## src/rtl/lsu_dcache_port_pkg.sv

```systemverilog
// Shared constants, size encodings and FSM states for the LSU data-cache port.
// Optional misalignment checking is enabled with LSU_MISALIGN_CHECK_EN.
package lsu_dcache_port_pkg;
  localparam int ADDR_W = 10;
  localparam int WIDX_W = 8;
  localparam int DATA_W = 32;

  localparam logic [1:0] SZ_BYTE = 2'b00;
  localparam logic [1:0] SZ_HALF = 2'b01;
  localparam logic [1:0] SZ_WORD = 2'b10;

  typedef enum logic [1:0] {
    ST_IDLE   = 2'd0,
    ST_ACCESS = 2'd1,
    ST_RESP   = 2'd2
  } state_t;

  // Size 2'b11 behaves as a word.
  function automatic logic is_misaligned(input logic [1:0] size, input logic [1:0] off);
    case (size)
      SZ_BYTE: is_misaligned = 1'b0;
      SZ_HALF: is_misaligned = off[0];
      default: is_misaligned = |off;
    endcase
  endfunction
endpackage

```

## src/rtl/lsu_lane_merge.sv

```systemverilog
// Little-endian lane extract/extend for loads and read-modify-write merge for stores.
// Offset bits below the access size are ignored, so half uses off[1] and word uses none.
module lsu_lane_merge
  import lsu_dcache_port_pkg::*;
(
  input  logic [1:0]        i_size,
  input  logic              i_signed,
  input  logic [1:0]        i_off,
  input  logic [DATA_W-1:0] i_rd,
  input  logic [DATA_W-1:0] i_wdata,
  output logic [DATA_W-1:0] o_load,
  output logic [DATA_W-1:0] o_merged
);
  logic [7:0]  w_byte;
  logic [15:0] w_half;

  always_comb begin
    o_load   = '0;
    o_merged = i_rd;
    w_byte   = i_rd[{i_off, 3'b000} +: 8];
    w_half   = i_off[1] ? i_rd[31:16] : i_rd[15:0];
    case (i_size)
      SZ_BYTE: begin
        o_load = {{24{i_signed & w_byte[7]}}, w_byte};
        o_merged[{i_off, 3'b000} +: 8] = i_wdata[7:0];
      end
      SZ_HALF: begin
        o_load = {{16{i_signed & w_half[15]}}, w_half};
        if (i_off[1]) o_merged[31:16] = i_wdata[15:0];
        else          o_merged[15:0]  = i_wdata[15:0];
      end
      default: begin
        o_load   = i_rd;
        o_merged = i_wdata;
      end
    endcase
  end
endmodule

```

## src/rtl/lsu_dcache_port.sv

```systemverilog
// Load/store port driving the word-addressed data cache: IDLE -> ACCESS -> RESP.
// Define LSU_MISALIGN_CHECK_EN to flag and suppress misaligned half/word accesses.
//
// Handshakes: a request transfers on a rising edge where i_req_valid && o_req_ready;
// a response transfers on a rising edge where o_resp_valid && i_resp_ready. The
// response outputs stay stable while o_resp_valid is high and not yet taken.
module lsu_dcache_port
  import lsu_dcache_port_pkg::*;
(
  input  logic              i_clk,
  input  logic              i_reset,
  input  logic              i_req_valid,
  output logic              o_req_ready,
  input  logic              i_req_we,
  input  logic [1:0]        i_req_size,
  input  logic              i_req_signed,
  input  logic [ADDR_W-1:0] i_req_addr,
  input  logic [DATA_W-1:0] i_req_wdata,
  output logic              o_resp_valid,
  input  logic              i_resp_ready,
  output logic [DATA_W-1:0] o_resp_rdata,
  output logic              o_resp_err,
  output logic [WIDX_W-1:0] o_dc_a,
  output logic              o_dc_we,
  output logic [DATA_W-1:0] o_dc_wd,
  input  logic [DATA_W-1:0] i_dc_rd,
  output state_t            o_state
);
  state_t              r_state, w_next;
  logic                r_we, r_signed, r_err;
  logic [1:0]          r_size;
  logic [ADDR_W-1:0]   r_addr;
  logic [DATA_W-1:0]   r_wdata, r_rdata;
  logic                w_mis, w_dc_we;
  logic [DATA_W-1:0]   w_load, w_merged;

`ifdef LSU_MISALIGN_CHECK_EN
  assign w_mis = is_misaligned(r_size, r_addr[1:0]);
`else
  assign w_mis = 1'b0;
`endif

  lsu_lane_merge u_lane_merge (
    .i_size   (r_size),
    .i_signed (r_signed),
    .i_off    (r_addr[1:0]),
    .i_rd     (i_dc_rd),
    .i_wdata  (r_wdata),
    .o_load   (w_load),
    .o_merged (w_merged)
  );

  always_comb begin
    w_next       = r_state;
    o_req_ready  = 1'b0;
    o_resp_valid = 1'b0;
    w_dc_we      = 1'b0;
    case (r_state)
      ST_IDLE: begin
        o_req_ready = 1'b1;
        if (i_req_valid) w_next = ST_ACCESS;
      end
      ST_ACCESS: begin
        w_dc_we = r_we & ~w_mis;
        w_next  = ST_RESP;
      end
      ST_RESP: begin
        o_resp_valid = 1'b1;
        if (i_resp_ready) w_next = ST_IDLE;
      end
      default: w_next = ST_IDLE;
    endcase
  end

  // Outside a store access the cache sees its own read data written back never.
  assign o_dc_a       = r_addr[ADDR_W-1:2];
  assign o_dc_we      = w_dc_we;
  assign o_dc_wd      = w_dc_we ? w_merged : i_dc_rd;
  assign o_resp_rdata = r_rdata;
  assign o_resp_err   = r_err;
  assign o_state      = r_state;

  always_ff @(posedge i_clk or posedge i_reset) begin
    if (i_reset) begin
      r_state  <= ST_IDLE;
      r_we     <= 1'b0;
      r_size   <= '0;
      r_signed <= 1'b0;
      r_addr   <= '0;
      r_wdata  <= '0;
      r_rdata  <= '0;
      r_err    <= 1'b0;
    end else begin
      r_state <= w_next;
      if (r_state == ST_IDLE && i_req_valid) begin
        r_we     <= i_req_we;
        r_size   <= i_req_size;
        r_signed <= i_req_signed;
        r_addr   <= i_req_addr;
        r_wdata  <= i_req_wdata;
      end
      if (r_state == ST_ACCESS) begin
        r_err   <= w_mis;
        r_rdata <= (!r_we && !w_mis) ? w_load : '0;
      end
    end
  end
endmodule

```

## config.mk

```make
export PLATFORM = sky130hd
export DESIGN_NAME = lsu_dcache_port
export DESIGN_NICKNAME = d
export VERILOG_FILES = /design/src/rtl/lsu_dcache_port_pkg.sv /design/src/rtl/lsu_lane_merge.sv /design/src/rtl/lsu_dcache_port.sv
export SDC_FILE = /design/constraint.sdc
export NUM_CORES = 1
export LEC_CHECK = 0
export CORE_MARGIN = 2
export CORE_UTILIZATION = 46
export CTS_CLUSTER_SIZE = 25
export DETAILED_ROUTE_END_ITERATION = 12
export GPL_ROUTABILITY_DRIVEN = 0
export PLACE_DENSITY_LB_ADDON = 0.12
export SLEW_MARGIN = 0
export SYNTH_ARGS = -nofsm -noshare
export SYNTH_HDL_FRONTEND = slang
export SYNTH_SLANG_ARGS = --single-unit
```

## constraint.sdc

```tcl
create_clock -name i_clk -period 3.4 [get_ports i_clk]
set_clock_uncertainty 0.15 [all_clocks]
set_input_delay 0.68 -clock i_clk [delete_from_list [all_inputs] [get_ports i_clk]]
set_output_delay 0.68 -clock i_clk [all_outputs]
set_load 0.005 [all_outputs]
```

==> insert_results.sql <==
INSERT INTO impl_metrics (metric_group, metric, value, unit) VALUES
('synthesis', 'largest_cells_by_area_after_synthesis', 'sky130_fd_sc_hd__dfrtp_1 44%, sky130_fd_sc_hd__mux2_2 11%, sky130_fd_sc_hd__a22oi_1 5.3%, sky130_fd_sc_hd__nand2_1 4.2%, sky130_fd_sc_hd__o21ai_0 3.6%', ''),
('setup_path', 'critical_path_arrival', '2510', 'ps'),
('setup_path', 'worstRegToRegCells', '6', ''),
('clock_network', 'worstSkewPairLatency', '350', 'ps'),
('setup_path', 'critical_path.most_common_cell', 'sky130_fd_sc_hd__buf_4', ''),
('die', 'floorplan.die_area', '0.0107', 'mm2'),
('setup_path', 'required', '2570', 'ps'),
('clock_network', 'cts-root-to-sink-buffers', '2', ''),
('grt', 'grt_first_pass_wirelength', '22900', 'um'),
('drt', 'drt.antenna.violating_nets', '0', ''),
('finish', 'drive_gt1_frac', '0.191', ''),
('drt', 'route.final.wire_length', '14700', 'um'),
('grt', 'groute.layer.met3.usage', '0.0447', ''),
('die', 'floorplan.core_area', '0.00968', 'mm2'),
('sta', 'final-hold-violation-count', '0', ''),
('synthesis', 'dominantRegCellSynth', 'sky130_fd_sc_hd__dfrtp_1', ''),
('sta', 'maxSlewHeadroom', '0.337', ''),
('synthesis', 'postSynthRegisterBits', '80', ''),
('die', 'ios', '160', ''),
('clock_network', 'clkSlewWorstSetupHoldPaths', '80', 'ps'),
('setup_path', 'cp_slowest_cell', 'sky130_fd_sc_hd__clkdlybuf4s50_1', ''),
('grt', 'grt_util_all_layers', '0.271', ''),
('setup_path', 'timing.critical_path.to_type', 'output pin', ''),
('flow_run', 'cap_violations', '0', ''),
('grt', 'antenna_found_initial', '0', ''),
('sta', 'final_min_period_over_clock_period', '0.981', ''),
('setup_path', 'critical_path.max_stage_delay', '560', 'ps'),
('setup_path', 'critical-path-top-delay-family', 'buffers and inverters', ''),
('setup_path', 'critical_path.reg2reg.startpoint', 'o_state[1]', ''),
('grt', 'grt_max_degree', '52', ''),
('synthesis', 'synth_cell_type_count', '46', ''),
('synthesis', 'synth-edff-count', '0', ''),
('clock_network', 'cts_buffers', '9', ''),
('finish', 'nets', '688', ''),
('drt', 'via_per_inst', '5.72', ''),
('run_status', 'run_status', 'completed', ''),
('clock_network', 'tritoncts_num_sinks', '80', ''),
('sta', 'report.final.setup_viol', '0', ''),
('synthesis', 'mappedNetlistNets', '530', ''),
('sta', 'timing_worst_slew_pin_value', '988', 'ps'),
('min_path', 'timing.hold.worst.class', 'reg -> reg', ''),
('power_and_ir_drop', 'power.ir.vdd_worst', '420', 'uV'),
('die', 'fp.dieW', '104', 'um'),
('place', 'place_hpwl', '10700', 'um'),
('drt', 'dr_total_vias', '4225', ''),
('sta', 'timing.fmax', '300', 'MHz'),
('sta', 'postLayoutSetupSlackWorst', '64.7', 'ps'),
('setup_path', 'cp_cell_sequence', 'inv_1, buf_4, ha_4, clkinv_2, nor3_2, buf_4, a32oi_1, o21ai_0, clkdlybuf4s50_1', ''),
('setup_path', 'reg2reg_setup_slack', '1150', 'ps'),
('synthesis', 'syn_inst', '443', ''),
('power_and_ir_drop', 'leakage', '2.98', 'nW'),
('drt', 'drt_pre_antenna_iters', '5', ''),
('grt', 'grt_pass1_vias', '4245', ''),
('sta', 'hold_slack', '329', 'ps'),
('grt', 'globalRoute.busiestLayer', 'met2', ''),
('clock_network', 'htree_num_levels', '3', ''),
('synthesis', 'synth.largest_area_cell', 'sky130_fd_sc_hd__dfrtp_1', ''),
('clock_network', 'clock_root_cell', 'sky130_fd_sc_hd__clkbuf_8', ''),
('grt', 'total_overflow_reported_by_the_global_router', '0', ''),
('synthesis', 'netlist_area', '0.00457', 'mm2'),
('die', 'std_cell_rows', '36', ''),
('die', 'die_height', '104', 'um'),
('die', 'floorplan.initialDensity', '0.472', ''),
('setup_path', 'worstReg2RegEnd', 'o_resp_rdata[19]', ''),
('drt', 'initialDrtViolationCount', '365', ''),
('place', 'setup_slack_placement', '274', 'ps'),
('setup_path', 'worst_setup_path_startpoint', 'r_addr[1]', ''),
('clock_network', 'tritoncts', 'built', ''),
('power_and_ir_drop', 'pwr_density_cell', '805', 'mW/mm2'),
('setup_path', 'worstPathBufferInverterCount', '5', ''),
('drt', 'route.detailed.drc', '0', '');
repair_timing:
action                                  in CTS  in global routing
endpoints found under the setup margin      26                 30
buffers inserted                             6                  2
gates resized for setup                     13                 36
pin swaps                                    2                  6
gates cloned                                 0                  0
worst min-delay path by stage:
stage	slack, ps	endpoint	cells after the start	start
2_1_floorplan	320	r_wdata[24]	1	r_wdata[24]
3_3_place_gp	310	o_resp_rdata[4]	1	o_resp_rdata[4]
3_5_place_dp	310	o_resp_rdata[6]	1	o_resp_rdata[6]
4_1_cts	330	o_resp_rdata[6]	1	o_resp_rdata[6]
5_1_grt	360	o_resp_rdata[0]	1	o_resp_rdata[0]
6_report	330	o_resp_rdata[6]	1	o_resp_rdata[6]
registers in the layout (all words and copies together), names as in the netlist:
signal / cells
o_resp_rdata: 32
o_state: 2
r_addr: 10
r_signed: 1
r_size: 2
r_wdata: 32
r_we: 1
per-layer routing:
layer	part of all wire	routed length (um)	up-vias
li1	-	-	1952
met1	0.42	6120	2012
met2	0.48	7090	229
met3	0.074	1080	32
met4	0.025	372	0
met5	0	0	-
Yosys cell counts, drive strengths merged, types with 4 or more instances:
| master | count |
|---|---|
| dfrtp | 80 |
| nand2 | 51 |
| mux2 | 45 |
| o21ai | 34 |
| a22oi | 32 |
| buf | 29 |
| inv | 16 |
| and2 | 13 |
| nor2b | 13 |
| a21o | 10 |
| a21oi | 10 |
| clkbuf | 10 |
| a31oi | 9 |
| nor2 | 9 |
| a221o | 8 |
| a32oi | 8 |
| o221ai | 8 |
| a211oi | 7 |
| mux2i | 6 |
| nand2b | 6 |
| a221oi | 5 |
| ha | 5 |
| o21a | 5 |
| nor3 | 4 |
logic make-up after synthesis:
group / Yosys count / share of synthesized area
AOI/OAI and AO/OA: 143 / 0.221
adders and majority gates: 5 / 0.0137
buffers and inverters: 56 / 0.0627
DFF: 80 / 0.438
muxes: 54 / 0.139
other: 1 / 0.000821
and+or+nand+nor: 104 / 0.125
area by class of cell:
| cell class | instances | area [um2] |
|---|---|---|
| well taps | 133 | 166 |
| flip-flops and latches | 80 | 2000 |
| clock buffers | 10 | 128 |
| repair buffers | 186 | 1840 |
| clock inverters | 6 | 108 |
| multi-input cells | 307 | 2330 |
| inverters | 17 | 66.3 |
| fillers | 762 | 3040 |
metrics by stage:
step / cells / power [mW] / setup TNS (ps) / util
3_5_place_dp: 715 / 4.42 / 0 / 0.646
6_report: 739 / 5.35 / 0 / 0.686
3_3_place_gp: 715 / 4.34 / 0 / 0.646
2_1_floorplan: 443 / 3.26 / 0 / -
5_1_grt: 739 / 5.68 / -59.8 / 0.686
4_1_cts: 737 / 5.28 / 0 / 0.675
where the power goes:
part	internal [mW]	switching (mW)	leakage, nW
Clock	0.486	0.352	0.116
Sequential	1.39	0.369	0.988
Combinational	1.47	1.28	1.87
cells in the final DEF, fill, tap and decap left out, types with 3 or more instances in the layout:
master / Yosys / final
sky130_fd_sc_hd__o221ai_1: 8 / 8
sky130_fd_sc_hd__a221oi_1: 5 / 5
sky130_fd_sc_hd__buf_4: 11 / 24
sky130_fd_sc_hd__a21o_1: 10 / 10
sky130_fd_sc_hd__clkbuf_8: 0 / 9
sky130_fd_sc_hd__clkinv_2: 0 / 4
sky130_fd_sc_hd__and2_1: 13 / 12
sky130_fd_sc_hd__mux2_2: 45 / 45
sky130_fd_sc_hd__a32oi_1: 8 / 8
sky130_fd_sc_hd__dlymetal6s2s_1: 0 / 13
sky130_fd_sc_hd__dfrtp_1: 80 / 80
sky130_fd_sc_hd__o21ai_0: 33 / 31
sky130_fd_sc_hd__a31oi_1: 8 / 7
sky130_fd_sc_hd__nor2_1: 9 / 9
sky130_fd_sc_hd__o21a_1: 5 / 5
sky130_fd_sc_hd__bufinv_16: 0 / 3
sky130_fd_sc_hd__a211oi_1: 7 / 7
sky130_fd_sc_hd__mux4_2: 3 / 3
sky130_fd_sc_hd__mux2i_1: 6 / 6
sky130_fd_sc_hd__dlygate4sd2_1: 0 / 3
sky130_fd_sc_hd__a221o_1: 8 / 8
sky130_fd_sc_hd__a21oi_1: 9 / 9
sky130_fd_sc_hd__o22ai_1: 3 / 3
sky130_fd_sc_hd__nand2b_1: 6 / 6
sky130_fd_sc_hd__clkdlybuf4s50_1: 0 / 137
sky130_fd_sc_hd__ha_1: 5 / 3
sky130_fd_sc_hd__nand2_1: 51 / 51
sky130_fd_sc_hd__a22oi_1: 32 / 32
sky130_fd_sc_hd__inv_1: 16 / 14
sky130_fd_sc_hd__nor2b_1: 13 / 11
sky130_fd_sc_hd__clkbuf_2: 0 / 3
(Power assumes the default switching activity.)
